### src/rtl/fetch_pkg.sv
// Shared types and helpers for the instruction fetch stage.
package fetch_pkg;

  localparam int unsigned WORD_BYTES = 4;

  // One buffered fetch result: the PC it was fetched from and the raw word.
  typedef struct packed {
    logic [31:0] pc;
    logic [31:0] instr;
  } fetch_entry_t;

  localparam int unsigned ENTRY_W = $bits(fetch_entry_t);

  // IDLE holds off the first request for one edge after reset release.
  typedef enum logic {
    FS_IDLE = 1'b0,
    FS_RUN  = 1'b1
  } fetch_state_e;

  // Sequential successor of a fetch address, wrapping modulo 2^32.
  function automatic logic [31:0] next_pc(input logic [31:0] pc);
    return 32'(pc + 32'(WORD_BYTES));
  endfunction

  // Force a redirect target onto a word boundary.
  function automatic logic [31:0] align_word(input logic [31:0] a);
    return a & ~32'(WORD_BYTES - 1);
  endfunction

endpackage

### src/rtl/sync_fifo.sv
// Single-clock FIFO with flush; pushing and popping the only entry in one
// cycle leaves the new entry at the head.
module sync_fifo
  import fetch_pkg::*;
#(
  parameter int unsigned WIDTH = ENTRY_W,
  parameter int unsigned DEPTH = 4
) (
  input  logic                         clk,
  input  logic                         rst,
  input  logic                         push,
  input  logic                         pop,
  input  logic                         flush,
  input  logic [WIDTH-1:0]             wdata,
  output logic [WIDTH-1:0]             rdata,
  output logic [$clog2(DEPTH+1)-1:0]   count,
  output logic                         full,
  output logic                         empty
);

  localparam int unsigned PTR_W = $clog2(DEPTH);
  localparam int unsigned CNT_W = $clog2(DEPTH + 1);

  logic [WIDTH-1:0] mem [DEPTH];
  logic [PTR_W-1:0] rd_ptr;
  logic [PTR_W-1:0] wr_ptr;
  logic             do_push;
  logic             do_pop;

  assign empty   = (count == '0);
  assign full    = (count == CNT_W'(DEPTH));
  assign do_push = push && !full && !flush;
  assign do_pop  = pop && !empty && !flush;
  assign rdata   = mem[rd_ptr];

  // Pointer and occupancy bookkeeping; flush empties the queue at the edge.
  always_ff @(posedge clk or posedge rst) begin
    if (rst) begin
      rd_ptr <= '0;
      wr_ptr <= '0;
      count  <= '0;
    end else if (flush) begin
      rd_ptr <= '0;
      wr_ptr <= '0;
      count  <= '0;
    end else begin
      if (do_push) wr_ptr <= PTR_W'(wr_ptr + 1'b1);
      if (do_pop)  rd_ptr <= PTR_W'(rd_ptr + 1'b1);
      case ({do_push, do_pop})
        2'b10:   count <= CNT_W'(count + 1'b1);
        2'b01:   count <= CNT_W'(count - 1'b1);
        default: count <= count;
      endcase
    end
  end

  // Entry storage; cleared on reset so the head reads as zero while empty.
  always_ff @(posedge clk or posedge rst) begin
    if (rst) begin
      for (int i = 0; i < int'(DEPTH); i++) mem[i] <= '0;
    end else if (do_push) begin
      mem[wr_ptr] <= wdata;
    end
  end

  a_no_push_when_full: assert property (@(posedge clk) disable iff (rst)
    (push && !flush) |-> !full);

endmodule

### src/rtl/fetch_unit.sv
// Instruction fetch: sequential word reads under a credit limit, in-order
// responses buffered for decode, redirect flushes buffered and in-flight work.
module fetch_unit
  import fetch_pkg::*;
#(
  parameter logic [31:0] PC_INIT         = 32'h8000_0000,
  parameter int unsigned DEPTH           = 4,
  parameter int unsigned MAX_OUTSTANDING = 2
) (
  input  logic        clk,
  input  logic        rst,
  output logic        mem_req_valid,
  input  logic        mem_req_ready,
  output logic [31:0] mem_req_addr,
  input  logic        mem_rsp_valid,
  input  logic [31:0] mem_rsp_data,
  output logic        instr_valid,
  input  logic        instr_ready,
  output logic [31:0] instr_data,
  output logic [31:0] instr_pc,
  input  logic        redirect_valid,
  input  logic [31:0] redirect_pc
);

  localparam int unsigned CNT_W = $clog2(DEPTH + 1);
  localparam int unsigned OUT_W = $clog2(MAX_OUTSTANDING + 1);

  fetch_state_e     state, state_n;
  logic [31:0]      fetch_pc, fetch_pc_n;
  logic [31:0]      resp_pc, resp_pc_n;
  logic [OUT_W-1:0] live, live_n;
  logic [OUT_W-1:0] discard, discard_n;

  logic [CNT_W-1:0] fifo_count;
  logic             fifo_full;
  logic             fifo_empty;
  logic             fifo_push;
  logic             fifo_pop;
  logic             fifo_flush;
  fetch_entry_t     push_entry;
  fetch_entry_t     head_entry;

  logic             credit_ok;
  logic             req_fire;
  logic             rsp_keep;
  logic             rsp_drop;

  // Room for every live request in the FIFO and under the in-flight cap.
  assign credit_ok = (32'(fifo_count) + 32'(live) < 32'(DEPTH)) &&
                     (32'(live) + 32'(discard) < 32'(MAX_OUTSTANDING));

  assign mem_req_valid = (state == FS_RUN) && !redirect_valid && credit_ok;
  assign mem_req_addr  = fetch_pc;
  assign req_fire      = mem_req_valid && mem_req_ready;

  // Responses owed to pre-redirect requests are always the oldest ones.
  assign rsp_keep = mem_rsp_valid && !redirect_valid && (discard == '0);
  assign rsp_drop = mem_rsp_valid && !redirect_valid && (discard != '0);

  assign push_entry = '{pc: resp_pc, instr: mem_rsp_data};

  // Next-state for the run state, PCs and the live/discard counters.
  always_comb begin
    state_n    = FS_RUN;
    fetch_pc_n = fetch_pc;
    resp_pc_n  = resp_pc;
    live_n     = live;
    discard_n  = discard;
    fifo_push  = 1'b0;
    fifo_flush = 1'b0;

    if (redirect_valid) begin
      // Everything still in flight becomes debt; a response this cycle pays one.
      fifo_flush = 1'b1;
      fetch_pc_n = align_word(redirect_pc);
      resp_pc_n  = align_word(redirect_pc);
      discard_n  = OUT_W'(32'(discard) + 32'(live) - 32'(mem_rsp_valid));
      live_n     = '0;
    end else begin
      if (req_fire) fetch_pc_n = next_pc(fetch_pc);
      if (rsp_keep) begin
        fifo_push = 1'b1;
        resp_pc_n = next_pc(resp_pc);
      end
      if (rsp_drop) discard_n = OUT_W'(discard - 1'b1);
      live_n = OUT_W'(32'(live) + 32'(req_fire) - 32'(rsp_keep));
    end
  end

  // State register.
  always_ff @(posedge clk or posedge rst) begin
    if (rst) begin
      state    <= FS_IDLE;
      fetch_pc <= PC_INIT;
      resp_pc  <= PC_INIT;
      live     <= '0;
      discard  <= '0;
    end else begin
      state    <= state_n;
      fetch_pc <= fetch_pc_n;
      resp_pc  <= resp_pc_n;
      live     <= live_n;
      discard  <= discard_n;
    end
  end

  assign fifo_pop = instr_valid && instr_ready;

  sync_fifo #(
    .WIDTH (ENTRY_W),
    .DEPTH (DEPTH)
  ) u_fifo (
    .clk   (clk),
    .rst   (rst),
    .push  (fifo_push),
    .pop   (fifo_pop),
    .flush (fifo_flush),
    .wdata (push_entry),
    .rdata (head_entry),
    .count (fifo_count),
    .full  (fifo_full),
    .empty (fifo_empty)
  );

  assign instr_valid = !fifo_empty;
  assign instr_data  = head_entry.instr;
  assign instr_pc    = head_entry.pc;

  a_outstanding_cap: assert property (@(posedge clk) disable iff (rst)
    (32'(live) + 32'(discard) <= 32'(MAX_OUTSTANDING)));

  a_rsp_has_owner: assert property (@(posedge clk) disable iff (rst)
    mem_rsp_valid |-> ((live != '0) || (discard != '0)));

  a_push_has_room: assert property (@(posedge clk) disable iff (rst)
    rsp_keep |-> !fifo_full);

endmodule

### config.mk
export PLATFORM = sky130hd
export DESIGN_NAME = fetch_unit
export DESIGN_NICKNAME = d
export VERILOG_FILES = /design/src/rtl/fetch_pkg.sv /design/src/rtl/sync_fifo.sv /design/src/rtl/fetch_unit.sv
export SDC_FILE = /design/constraint.sdc
export NUM_CORES = 1
export LEC_CHECK = 0
export ABC_CLOCK_PERIOD_IN_PS = 10800
export BUFFER_PORTS_ARGS = -buffer_cell sky130_fd_sc_hd__buf_4
export CAP_MARGIN = 20
export CORE_MARGIN = 2
export CORE_UTILIZATION = 50
export CTS_BUF_LIST = sky130_fd_sc_hd__clkbuf_4 sky130_fd_sc_hd__clkbuf_8 sky130_fd_sc_hd__clkbuf_16
export DETAILED_ROUTE_END_ITERATION = 8
export PLACE_DENSITY = 0.7
export SYNTH_ARGS = -nofsm -noshare
export SYNTH_HDL_FRONTEND = slang
export SYNTH_SLANG_ARGS = --single-unit
### constraint.sdc
create_clock -name clk -period 10.8 [get_ports clk]
set_input_delay 1.08 -clock clk [delete_from_list [all_inputs] [get_ports clk]]
set_output_delay 1.08 -clock clk [all_outputs]
set_load 0.05 [all_outputs]
# Yosys cells after proc, flatten, opt, wreduce, memory -nomap -nowiden
# Cells that the tools add are included.
[word_totals] out_inout_bits=98 reg_bits=332 in_bits=70 elab_cells=82
[classes] reduce_logical=26 add_sub_neg=12 n_lt_le_gt_ge=5 muxes=22 n_eq_ne=3 bitwise=2
[op_table] op="$bwmux 256" n=1
[op_table] op="$mux 64" n=3
[op_table] op="$bmux 64 s2" n=1
[op_table] op="$demux 64 s2" n=1
[op_table] op="$mux 32" n=4
[op_table] op="$add 32x3->32 const B" n=2
[op_table] op="$mux 2" n=7
[op_table] op="$logic_and 1x1->1" n=13
[op_table] op="$reduce_bool 2->1" n=6
[op_table] op="$ge 3x3->1 const B" n=2
[op_table] op="$not 2->3" n=2
[op_table] op="$pmux 3 s2" n=1
[op_table] op="$add 2x1->2 const B" n=2
[op_table] op="$add 3x2->4" n=1
[op_table] op="$logic_not 1->1" n=4
[op_table] op="$lt 4x3->1 const B" n=1
[op_table] op="$sub 2x1->2" n=2
[op_table] op="$add 2x2->3" n=1
[op_table] op="$add 3x1->3 const B" n=1
[op_table] op="$eq 3x3->1 const B" n=1
[op_table] op="$logic_not 3->1" n=1
[op_table] op="$lt 3x1->1 const B" n=1
[op_table] op="$lt 3x2->1 const B" n=1
[op_table] op="$mux 1" n=3
[op_table] op="8 further kinds" n=8

# Logic depth before layout (Yosys ltp)
[logic_depth] ltp_word=10 depth_mapped=12 depth_no_buf=10

# Hierarchy
# Synthesis repeated with hierarchy kept, for this count alone.
[hier_totals] hier_cells=1088 area_unflattened_um2=15378.5
[by_module_without_submodules] mod="sync_fifo" cells_per_inst=679 n_inst=1 area_per_inst_um2=11631.2 seq_area_each_um2=6581.3
[by_module_without_submodules] mod="fetch_unit" cells_per_inst=409 n_inst=1 area_per_inst_um2=3747.3 seq_area_each_um2=1629.1

# Worst setup path after synthesis
# OpenSTA, ideal clock, no wires.
[synth_timing] path_kind="in2out" from="input port redirect_valid" to="output port mem_req_valid" required_time_ns=9.720 slack_ns=7.110 path_stages=4 arrival_time_ns=2.610 cell_sequence="buf_6 -> nor4b_4 -> nand2_1 -> nor3_1"
[synth_between] elab_chain_cells=3
[synth_lines] element="from (decl)" line_no="fetch_unit.sv:21" rtl="input logic redirect_valid,"
[synth_lines] element="$logic_not 1->1" line_no="fetch_unit.sv:52" rtl="assign mem_req_valid = (state == FS_RUN) && !redirect_valid && credit_ok;"
[synth_lines] element="$logic_and 1x1->1 (2 in series)" line_no="fetch_unit.sv:52"
[synth_lines] element="to (decl)" line_no="fetch_unit.sv:12" rtl="output logic mem_req_valid,"
# No other way between the ends.

# Worst setup path after layout
[layout_timing] from="register u_fifo.rd_ptr[0]" to="output port instr_pc[21]"
[layout_between] elab_chain_cells=4
[layout_lines] element="from (decl)" line_no="sync_fifo.sv:25" rtl="logic [PTR_W-1:0] rd_ptr;"
[layout_lines] element="from (signal assigned)" line_no="sync_fifo.sv:48" rtl="if (do_pop) rd_ptr <= PTR_W'(rd_ptr + 1'b1);"
[layout_lines] element="$not 2->3 (implied by the code)" line_no="sync_fifo.sv:34" rtl="assign rdata = mem[rd_ptr];"
[layout_lines] element="$bmux 64 s2" line_no="sync_fifo.sv:34"
[layout_lines] element="$mux 64 (implied by the code) (2 in series)" line_no="sync_fifo.sv:34"
[layout_lines] element="to (decl)" line_no="fetch_unit.sv:20" rtl="output logic [31:0] instr_pc,"
# No other way between the ends. The select of a mux whose other input is x is not followed.

==> flow_summary_export.csv <==
group,metric,value,unit
die,ios,168,
critical_path,startpoint,"u_fifo.rd_ptr[0]",
critical_path,reg2reg_slack,7540,ps
clock_tree,cts_buffers,37,
timing,worst_slew_pin_slew,1050,ps
clock_tree,cts_hold_buf,0,
logic_synthesis,yosys-top-cells-count,"318 x dfrtp_1, 237 x mux2_2, 62 x mux4_2",
run_status,status,"finished clean",
timing,max_clock_freq,0.247,GHz
clock_tree,post_cts_buffers,0,
finish,area_growth,17.8,%
critical_path,crit_path_end,"instr_pc[21]",
finish,layout.cells.non_filler,1620,
logic_synthesis,synth_area,14900,um^2
clock_tree,clkTransAtPathRegs,50,ps
logic_synthesis,synth_top_family_by_area,"multiplexers",
routing,drt-initial-drc-count,472,
clock_tree,postCtsResizedCells,0,
timing,grt_setup_unrepaired,"false",
pwr,power,4.74,mW
logic_synthesis,synth_xor_area_share,2.46,%
logic_synthesis,synth_compound_area_share,3.91,%
finish,register_area,8020,um^2
logic_synthesis,synth-edff-count,0,
clock_tree,cts_tree,"built",
finish,antenna_cells,0,
place,dp_cells,1553,
global_route,grt_pass1_vias,9660,
finish,fin_util,59.5,%
die,initial_core_util,50.5,%
logic_synthesis,synthTopCellsByArea,"dfrtp_1 53%, mux2_2 18%, mux4_2 9.3%",
clock_tree,insertion_delay,520,ps
timing,finalHoldViolations,0,
pwr,ir_worst_vdd,0.000120,V
place,numPortBuffers,161,
logic_synthesis,synth.mux.area_fraction,28.6,%
logic_synthesis,synth_top_area_share,53.3,%
finish,final_area,17600,um^2
place,dp_slack,7080,ps
clock_tree,clock_path_buffers,3,
timing,slew_viol_final,0,
logic_synthesis,synthSimpleGateAreaFrac,6.90,%
global_route,gr-total-overflow,0,
critical_path,worstSetupStartpointType,"flop",
critical_path,r2r-end,"mem_req_addr[15]",
timing,layout_setup_ws,6750,ps
finish,multiInputGateArea,6470,um^2
place,place.gp.congestion,0.845,
critical_path,cp_max_fo,40,
global_route,grt_pass1_wl,51300,um
die,core_area,29600,um^2
clock_tree,clkSinkCount,320,
logic_synthesis,syn_inst,1068,
timing,hold_ws,476,ps
logic_synthesis,ys_async_sr_fraction,100,%
die,dieArea,31300,um^2
timing,setup_viol,0,
die,fp.dieW,177,um
timing,max-slew-margin-rel,29.7,%
global_route,grt_max_degree,94,
die,die_h,177,um
logic_synthesis,yosys.area.top_type,"dfrtp_1",
logic_synthesis,yosysMostFrequentCell,"dfrtp_1",
routing,drt_pass1_iterations,5,
hold_path,hp-class,"reg -> reg",
logic_synthesis,yosys.cell_types.count,60,
timing,skew,10.8,ps
critical_path,crit_type,"reg -> out",
routing,wl,31800,um
run,cap_violations,0,
critical_path,endpoint_kind,"primary output",
global_route,grt_usage,20.7,%
logic_synthesis,synthFlopType,"dfrtp_1",
die,rows,63,
critical_path,arrival,2970,ps
routing,vias_per_cell,5.76,
finish,fill_cells,2340,
routing,avgRoutedWirePerCell,19.6,um
clock_tree,htreeDepth,2,
logic_synthesis,synthAdderAreaFrac,1.27,%
logic_synthesis,yosysSeqAreaShare,53.6,%
logic_synthesis,ys.warnings.count,0,
pwr,powerDensity,269,nW/um^2
critical_path,worst_r2r_path_depth,8,
global_route,antenna_found_initial,0,
clock_tree,cts_root_buf,"clkbuf_16",
timing,fin_tns_setup,0,ps
finish,nets,1287,
pwr,p_leak,8.25,nW
critical_path,r2r_start,"discard[0]",
routing,ant_nets,0,
critical_path,worstPathRequired,9720,ps
place,place_area,16300,um^2
timing,finalCritPeriodShare,37.5,%
logic_synthesis,avgSynthCellArea,14.0,um^2
logic_synthesis,ys_ff_latch,320,
finish,drive_gt1_share,44.7,%
routing,drc,0,
routing,dr_total_vias,9328,
timing,fin_crit,4050,ps
place,post-dp-hpwl,19400,um
-- worst min-delay path by stage --
stage                          startpoint         endpoint  slack (ps)  cells after the start
after global routing      u_fifo.mem[100]  u_fifo.mem[100]         500                      1
after detailed placement  u_fifo.mem[168]  u_fifo.mem[168]         470                      2
after CTS                 u_fifo.mem[168]  u_fifo.mem[168]         480                      2
after global placement    u_fifo.mem[168]  u_fifo.mem[168]         460                      2
final                     u_fifo.mem[168]  u_fifo.mem[168]         480                      2
after floorplan           u_fifo.mem[104]  u_fifo.mem[104]         440                      2
-- flip-flops by register name, indices dropped and copies added (netlist names) --
register,flops
state,1
u_fifo.wr_ptr,2
mem_req_addr,30
live,2
u_fifo.mem,248
u_fifo.count,3
u_fifo.rd_ptr,2
resp_pc,30
discard,2
-- final cells by class --
cell class,instances,area share [%]
tap,390,2.77
inverter,14,0.341
timing repair buffer,168,7.24
clock buffer,52,6.31
sequential,320,45.6
multi-input combinational,662,36.8
clock inverter,14,1.02
-- report_power, final --
| part | switching, mW | internal (mW) | leakage, nW |
|---|---|---|---|
| combinational | 1.04 | 0.724 | 3.41 |
| clock | 0.485 | 0.814 | 0.645 |
| sequential | 0.208 | 1.46 | 4.20 |
-- cells by family after synthesis --
| logic type | after synthesis |
|---|---|
| multiplexers | 318 |
| flip-flops | 320 |
| AND/OR/NAND/NOR | 190 |
| AO/OA/AOI/OAI | 93 |
| adder cells (fa/ha/maj) | 14 |
| other | 2 |
| XOR/XNOR | 42 |
| buffers and inverters | 89 |
-- cells in the final DEF (no fill, tap or decap), drive strengths merged, types with 17 or more instances in the layout --
cell    instances
nand4          19
o21ai          39
clkbuf         52
nor2           30
mux2          253
dfrtp         318
nand2          61
mux4           62
xnor2          17
xor2           25
nand3          31
buf           168
-- layer usage --
metal	part of all wire, %	up-vias	GRT usage [%]
li1	-	4201	-
met1	45	4811	29.7
met2	47	266	33.2
met3	5.5	50	3.07
met4	1.9	0	5.58
met5	0	-	0
-- worst max-delay path, stage by stage (launching register included) --
cell and delay, ps:
dfrtp_4 970, buf_4 590, mux4_2 620, buf_4 220
No activity file was read; power rests on OpenSTA's default activity.
